--- src/rtl/io_bus_arbiter.sv ---
// Round-robin arbiter letting several cores share one external IO bus,
// with at most one bus transaction outstanding at any time.
package io_bus_arbiter_pkg;
   localparam int THREAD_IDX_W = 2;

   typedef logic [THREAD_IDX_W-1:0] thread_idx_t;
   typedef logic [3:0] core_id_t;

   typedef struct packed {
      logic        valid;
      logic        is_store;
      logic [31:0] address;
      logic [31:0] value;
      thread_idx_t thread_idx;
   } ioreq_packet_t;

   typedef struct packed {
      logic        valid;
      core_id_t    core;
      thread_idx_t thread_idx;
      logic [31:0] read_value;
   } iorsp_packet_t;
endpackage

module io_bus_arbiter
   import io_bus_arbiter_pkg::*;
#(
   parameter int NUM_CORES = 4
) (
   input  logic                 clk,
   input  logic                 reset,
   input  ioreq_packet_t        core_io_request [NUM_CORES],
   output logic [NUM_CORES-1:0] ia_ready,
   output iorsp_packet_t        ia_response,
   output logic                 io_req_valid,
   output logic                 io_write_en,
   output logic [31:0]          io_address,
   output logic [31:0]          io_write_data,
   input  logic                 io_req_ready,
   input  logic                 io_rsp_valid,
   input  logic [31:0]          io_read_data
);

   typedef enum logic [1:0] {IDLE, REQUEST, WAIT} state_t;

   state_t        state_q, state_d;
   core_id_t      lastGranted_q;
   core_id_t      grantIdx;
   logic          grantFound;
   logic          grantFire;
   logic          isStore_q;
   logic [31:0]   address_q;
   logic [31:0]   value_q;
   thread_idx_t   thread_q;
   core_id_t      core_q;
   iorsp_packet_t rsp_q, rsp_d;

   // Two passes give rotating priority: cores above the last winner first, then wrap to core 0.
   always_comb begin
      grantFound = 1'b0;
      grantIdx   = '0;
      for (int c = 0; c < NUM_CORES; c++) begin
         if (!grantFound && core_io_request[c].valid && c > int'(lastGranted_q)) begin
            grantFound = 1'b1;
            grantIdx   = core_id_t'(c);
         end
      end
      for (int c = 0; c < NUM_CORES; c++) begin
         if (!grantFound && core_io_request[c].valid && c <= int'(lastGranted_q)) begin
            grantFound = 1'b1;
            grantIdx   = core_id_t'(c);
         end
      end
      grantFire = (state_q == IDLE) && grantFound && !reset;
   end

   always_ff @(posedge clk or posedge reset) begin
      if (reset) begin
         state_q <= IDLE;
      end else begin
         state_q <= state_d;
      end
   end

   always_comb begin
      state_d = state_q;
      case (state_q)
         IDLE:    if (grantFire)    state_d = REQUEST;
         REQUEST: if (io_req_ready) state_d = WAIT;
         WAIT:    if (io_rsp_valid) state_d = IDLE;
         default: state_d = IDLE;
      endcase
   end

   // The completion is turned into a one-cycle response; stores answer with zero data.
   always_comb begin
      rsp_d = '0;
      if (state_q == WAIT && io_rsp_valid) begin
         rsp_d.valid      = 1'b1;
         rsp_d.core       = core_q;
         rsp_d.thread_idx = thread_q;
         rsp_d.read_value = isStore_q ? 32'h0 : io_read_data;
      end
   end

   always_ff @(posedge clk or posedge reset) begin
      if (reset) begin
         lastGranted_q <= core_id_t'(NUM_CORES - 1);
         isStore_q     <= 1'b0;
         address_q     <= '0;
         value_q       <= '0;
         thread_q      <= '0;
         core_q        <= '0;
         rsp_q         <= '0;
      end else begin
         rsp_q <= rsp_d;
         if (grantFire) begin
            lastGranted_q <= grantIdx;
            isStore_q     <= core_io_request[grantIdx].is_store;
            address_q     <= core_io_request[grantIdx].address;
            value_q       <= core_io_request[grantIdx].value;
            thread_q      <= core_io_request[grantIdx].thread_idx;
            core_q        <= grantIdx;
         end
      end
   end

   always_comb begin
      ia_ready = '0;
      for (int c = 0; c < NUM_CORES; c++) begin
         ia_ready[c] = grantFire && (grantIdx == core_id_t'(c));
      end
      io_req_valid  = (state_q == REQUEST);
      io_write_en   = (state_q == REQUEST) && isStore_q;
      io_address    = (state_q == REQUEST) ? address_q : 32'h0;
      io_write_data = (state_q == REQUEST) ? value_q : 32'h0;
      ia_response   = rsp_q;
   end

endmodule

--- config.mk ---
export PLATFORM = sky130hd
export DESIGN_NAME = io_bus_arbiter
export DESIGN_NICKNAME = d
export VERILOG_FILES = /design/src/rtl/io_bus_arbiter.sv
export SDC_FILE = /design/constraint.sdc
export NUM_CORES = 1
export LEC_CHECK = 0
export CAP_MARGIN = 20
export CORE_AREA = 2 2 161 163
export DETAILED_ROUTE_END_ITERATION = 6
export DIE_AREA = 0 0 163 165
export PLACE_DENSITY_LB_ADDON = 0.08
export SLEW_MARGIN = 30
export SYNTH_ARGS = -nofsm -noshare
export SYNTH_HDL_FRONTEND = slang
export SYNTH_SLANG_ARGS = --single-unit
--- constraint.sdc ---
create_clock -name clk -period 5.2 [get_ports clk]
set_clock_uncertainty 0.15 [all_clocks]
set_input_delay 1.04 -clock clk [delete_from_list [all_inputs] [get_ports clk]]
set_output_delay 1.04 -clock clk [all_outputs]
set_load 0.05 [all_outputs]
==> summary.md, run 1 <==
| Metric | Value |
|---|---|
| Setup Fix Bufs, Post-CTS | `0` |
| Initial antenna violation count | `0` |
| Sequential power share | `23.5%` |
| Post-Layout Cell Count | `between 1,500 and 2,000` |
| Setup TNS | `0 ns` |
| Total power | `between 0.005 and 0.006 W` |
| Pint | `between 0.002 and 0.003 W` |
| Synth top area cells | `dfrtp_1 38%, a211oi_1 14%, and2_1 9.1%` |
| Final Cell Area | `between 10,000 and 15,000 um2` |
| Mapped Cells | `822` |
| Via total after detailed routing | `about 7,700` |
| Final Critical Period | `4.05 ns` |
| Worst setup path class | `primary input to primary output` |
| Max VDD drop | `around 0.21 mV` |
| Data required time of the worst path | `around 4 ns` |
| Global route overflow | `0` |
| Sw Pwr | `around 0.0028 W` |
| Routability cong. | `0.796` |
| CTS H-tree depth | `3` |
| Global Route met2 Usage | `roughly two fifths` |
| CTS Buf Count | `9` |
| HPWL after DPL | `roughly 22 mm` |
| Synth-to-Final Area Change | `64.6%` |
| RSZ-0062 raised after global routing | `no` |
| Vias in the first global route | `between 7,000 and 8,000` |
| Crit path arrival time | `roughly 2.9 ns` |
| Inst Count DP | `between 1,000 and 1,500` |
| Post-synth top area cell | `dfrtp_1` |
| Pwr Density | `478 nW/um2` |
| Post_cts resized | `0` |
| Clock share of power | `~13%` |
| Max Cap Viol | `0` |
| Sink Count | `110` |
| Residual DRC | `0` |
| Nets | `between 1,000 and 1,500` |
| Crit. End Element | `primary output` |
| Highest clock rate | `around 0.25 GHz` |
| Combinational share of power | `a little over three fifths` |
| Effective utilization at floorplan | `between 20% and 30%` |
| All-Layer GR Usage | `about 23%` |
| Drt first pass iters | `4` |
| Worst Max-Slew Pin Slew | `0.977 ns` |
| Worst hold path type | `flop to flop` |
| Clk root buf | `clkbuf_16` |
| Net Sw Frac | `~50%` |
| Row count | `58` |
| Slew margin rel. | `34.9%` |
| Mean area per synthesized cell | `8.75 um2` |
| Dpl cell area | `between 10,000 and 15,000 um2` |
| Initial DRC Count | `roughly 410` |
| Global-route wire length before repair | `roughly 46 mm` |
| Antenna Violating Nets Remaining | `0` |
| Port Buffers | `414` |
| Clock Pin Slew Worst Setup and Hold Paths | `roughly 0.080 ns` |
| Share of the synthesized area in the top cell type | `between 30% and 40%` |
| Final Setup Violations | `0` |
| Number of diodes | `0` |
| Global Route met3 Usage | `approximately 6.0%` |
| Hold-fix buffers at CTS | `0` |
| Distinct cells, synth | `39` |
| Met1 Usage GRT | `~28%` |
| Util after Layout | `between 40 and 50%` |
| Max-slew violations | `0` |
| Busiest grt layer | `met2` |
| DR vias/cell | `just over 5` |
| CTS Buffer Depth | `2` |
| Fillers | `around 2,400` |
| Die width | `roughly 160 um` |
| Overall die height | `roughly 170 um` |
| Sequential element share of the synthesized area | `about two fifths` |
| Status | `finished clean` |
| FF+latch count, synth | `between 100 and 150` |
| Later-pin clock latency in the skew report | `approximately 0.36 ns` |
| DIE AREA | `roughly 27,000 um2` |
| Synthesis Warnings | `0` |
| Final WL | `approximately 31 mm` |
| Placeable Area | `between 20,000 and 30,000 um2` |
| Leak | `4.91 nW` |
| Final hold vios | `0` |
| CP Launch Type | `primary input` |
| I/O pin total | `around 420` |
| Share of cells above drive strength 1 | `6.02%` |
| CTS tree | `done` |
| Worst-path fanout max | `13` |
| Wire length per cell | `slightly above 20 um` |
| Post-Syn Area | `around 7000 um2` |
| Fin crit share | `between 70% and 80%` |
| Largest net degree at the start of global routing | `just under 70` |
path summary, 6_finish.rpt:
path | from | end | slack (ns) | depth (start not counted)
worst max-delay path | core_io_request[67] | ia_ready[3] | 1.15 | 6
worst min-delay path | thread_q[1] | ia_response[33] | 0.34 | 1
worst max register to register | lastGranted_q[1] | address_q[28] | 2.43 | 5
worst min register to register | thread_q[1] | ia_response[33] | 0.34 | 1
max in group asynchronous | reset | ia_response[23] | 2.94 | 3
min in group asynchronous | reset | state_q[0] | 1.05 | 2
per-stage QoR:
stage	hold slack, ns	setup slack, ns
finish	0.344	1.15
global route	0.359	0.984
CTS	0.342	1.10
detailed placement	0.324	1.09
global placement	0.316	1.08
floorplan	0.291	1.11
power groups by stage:
stage / Combinational [W] / Sequential [W] / Clock, W
floorplan: 0.00232 / 0.00135 / 0
global placement: 0.00360 / 0.00134 / 0
detailed placement: 0.00360 / 0.00134 / 0
CTS: 0.00361 / 0.00133 / 0.000783
global route: 0.00381 / 0.00137 / 0.000815
finish: 0.00357 / 0.00133 / 0.000756
synthesized netlist by cell type, drive strengths merged:
| master | count |
|---|---|
| nor3 | 4 |
| nand2 | 2 |
| o21bai | 2 |
| o211ai | 1 |
| o21a | 3 |
| nand2b | 6 |
| o22a | 1 |
| a21o | 3 |
| inv | 71 |
| and3b | 1 |
| a311o | 1 |
| and3 | 67 |
| clkbuf | 50 |
| a211oi | 135 |
| nor2b | 1 |
| conb | 1 |
| nor2 | 69 |
| and2 | 105 |
| mux2i | 1 |
| dfrtp | 108 |
| o21ai | 2 |
| a2bb2oi | 1 |
| dfstp | 2 |
| a22o | 1 |
| o31ai | 1 |
| buf | 41 |
| a221oi | 67 |
| a21oi | 68 |
| or2 | 1 |
| and2b | 1 |
| o31a | 1 |
| o32ai | 1 |
| a21boi | 3 |
cell families after synthesis:
family,share of synthesized area (%)
AOI/OAI and AO/OA,31.3
buffers and inverters,10.4
DFF,38.3
muxes,0.139
other,0.0522
and+or+nand+nor,19.9
critical path, stage by stage:
cell and delay [ns]:
clkdlybuf4s50_1 0.83, nand2b_1 0.17, a21boi_0 0.09, nor3_1 0.34, and2_1 0.23, buf_12 0.15
per-layer routing:
layer,vias to the layer above,wire length [um]
li1,3680,-
met4,0,595
met3,32,2260
met2,271,15600
met5,-,0
met1,3675,12800
state kept, by name (all words and copies together) (netlist names):
| signal | count |
|---|---|
| core_q | 2 |
| address_q | 32 |
| ia_response | 37 |
| value_q | 32 |
| thread_q | 2 |
| state_q | 2 |
| lastGranted_q | 2 |
| isStore_q | 1 |
final cells by class:
class                   instances  area (um2)  share of cell area [%]
well taps                     330         413                    3.49
inverters                      71         269                    2.27
repair buffers                432        4330                    36.6
clock inverters                 6        81.3                   0.687
multi-input cells             551        3750                    31.7
flip-flops and latches        110        2760                    23.3
clock buffers                  10         229                    1.94
placed cells by master (no fill, tap or decap), types with 2 or more instances in the layout:
cell,netlist,routed
a211oi_1,134,134
a21boi_0,2,2
a21o_1,3,3
a21oi_1,68,68
a221oi_1,48,48
a221oi_2,19,19
and2_1,105,105
and3_1,67,67
buf_12,0,5
buf_4,6,17
clkbuf_16,0,9
clkdlybuf4s50_1,0,410
clkinv_4,0,2
conb_1,1,2
dfrtp_1,108,108
dfstp_2,2,2
inv_1,71,70
inv_6,0,2
nand2_1,2,2
nand2b_1,6,4
nor2_1,69,69
nor3_1,4,3
o21a_1,3,3
o21ai_0,2,2
Power figures use the tool's default switching activity.
==> run 2, diff against run 1 <==
Clock period 5.2 ns to 3.8 ns, I/O delays scaled along.
==> summary.md, run 2 (synthesized netlist as in run 1, its figures left out) <==
| Metric | Value |
|---|---|
| Status | `finished clean` |
| Crit path arrival time | `2.48 ns` |
| WHS Path Cells | `1` |
| Wire length per cell | `19.9 um` |
| Setup TNS | `0 ns` |
| Worst setup path class | `primary input to primary output` |
| CTS Buf Count | `9` |
| Largest net degree at the start of global routing | `68` |
| Worst r2r dst | `value_q[30]` |
| Antenna Violating Nets Remaining | `0` |
| Clk root buf | `clkbuf_16` |
| Final WL | `~30 mm` |
| Clock Pin Slew Worst Setup and Hold Paths | `0.08 ns` |
| Hold endpoint | `core_q[1]` |
| Final Setup Violations | `0` |
| Max reg flops | `37` |
| Min-delay src | `core_q[1]` |
| Pwr Density | `about 650 nW/um2` |
| Max-slew violations | `0` |
| Setup Fix Bufs, Post-CTS | `0` |
| CTS tree | `done` |
| Worst hold path type | `flop to flop` |
| R2R cell count | `5` |
| RSZ-0062 raised after global routing | `no` |
| Global-route wire length before repair | `44.9 mm` |
| Data required time of the worst path | `around 2.9 ns` |
| Initial DRC Count | `about 350` |
| Highest clock rate | `between 0.2 and 0.3 GHz` |
| Worst-path fanout max | `8` |
| Number of diodes | `0` |
| Row count | `58` |
| Crit. End Element | `primary output` |
| Vias in the first global route | `roughly 7,500` |
| Later-pin clock latency in the skew report | `~0.37 ns` |
| Util after Layout | `between 40 and 50%` |
| All-Layer GR Usage | `21.8%` |
| Share of cells above drive strength 1 | `6.50%` |
| Slew margin rel. | `44.6%` |
| CTS H-tree depth | `3` |
| Placeable Area | `between 20,000 and 30,000 um2` |
| Effective utilization at floorplan | `28.7%` |
| Final Critical Period | `roughly 3.4 ns` |
| Most frequent cells in the layout | `410 x clkdlybuf4s50_1, 134 x a211oi_1, 108 x dfrtp_1, 105 x and2_1, 70 x inv_1` |
| Worst Max-Slew Pin Slew | `roughly 0.83 ns` |
| Fin crit share | `between 80% and 90%` |
| I/O pin total | `~420` |
| DIE AREA | `approximately 27,000 um2` |
| Via total after detailed routing | `approximately 7,600` |
| HPWL after DPL | `21.5 mm` |
| CP Launch Type | `primary input` |
| Drt first pass iters | `4` |
| Hold-fix buffers at CTS | `0` |
| Post_cts resized | `0` |
| Die width | `~160 um` |
| Leak | `4.95 nW` |
| Synth-to-Final Area Change | `66.1%` |
| Commonest non-fill, non-tap cell in the layout | `clkdlybuf4s50_1` |
| Overall die height | `between 150 and 200 um` |
| Hold slack | `between 0.3 and 0.4 ns` |
| CTS Buffer Depth | `2` |
| Sink Count | `110` |
| Nets | `roughly 1,500` |
| Routability cong. | `between 0.8 and 0.9` |
| Max Cap Viol | `0` |
| Max VDD drop | `about 0.28 mV` |
| Global route overflow | `0` |
| Port Buffers | `approximately 410` |
| DR vias/cell | `5.01` |
| Residual DRC | `0` |
| Final hold vios | `0` |
| Reg2reg start | `lastGranted_q[1]` |
| Initial antenna violation count | `0` |
| Worst reg-to-reg setup slack | `about 1.3 ns` |
| Start point of the critical path | `core_io_request[67]` |
-- run 2: cell types whose count changed in the layout (fill, tap and decap cells not counted), sizes merged --
cell      previous run  this run
buf                 22        27
bufinv               1         0
clkbuf              10         9
clkinv               3         2
clkinvlp             0         2
inv                 73        74
-- run 2: area by class of cell --
cell class / count / area, um2
well taps: 330 / 413
repair buffers: 437 / 4440
clock buffers: 9 / 225
fillers: 2452 / 13100
multi-input cells: 551 / 3750
inverters: 71 / 270
flip-flops and latches: 110 / 2760
clock inverters: 7 / 80.1
-- run 2: critical path, stage by stage --
cell and delay [ns]:
clkdlybuf4s50_1 0.52, buf_4 0.23, a21o_1 0.21, a211oi_4 0.36, and2_1 0.24, buf_12 0.15
-- run 2: how the worst max path moves through the flow --
stage | cells past startpoint | to
floorplan | 6 | ia_ready[2]
global placement | 5 | ia_ready[0]
detailed placement | 5 | ia_ready[0]
global route | 6 | ia_ready[3]
finish | 6 | ia_ready[2]
CTS | 4 | io_write_data[31]
-- run 2: layer usage --
metal  vias up  share of wire, %  track usage (%)
met3        28               7.1             5.68
met4         0               1.9             5.59
met5         -                 0                0
met1      3597                42             27.9
met2       273                49             36.7
li1       3698                 -                -
-- run 2: where the power goes --
| part | switching (W) | internal (W) | leakage, nW |
|---|---|---|---|
| sequential | 0.000217 | 0.00159 | 1.33 |
| clock | 0.000539 | 0.000473 | 0.146 |
| combinational | 0.00314 | 0.00182 | 3.48 |
-- run 2: per-stage QoR --
stage                     cell area (um2)  cells  setup WS [ns]  power, W
after floorplan                      7200    823          0.657   0.00502
after global placement              11600   1499          0.435   0.00681
after detailed placement            11600   1499          0.419   0.00685
after CTS                           11900   1515          0.414   0.00788
after global routing                11900   1515          0.286   0.00826
final                               11900   1515          0.413   0.00778
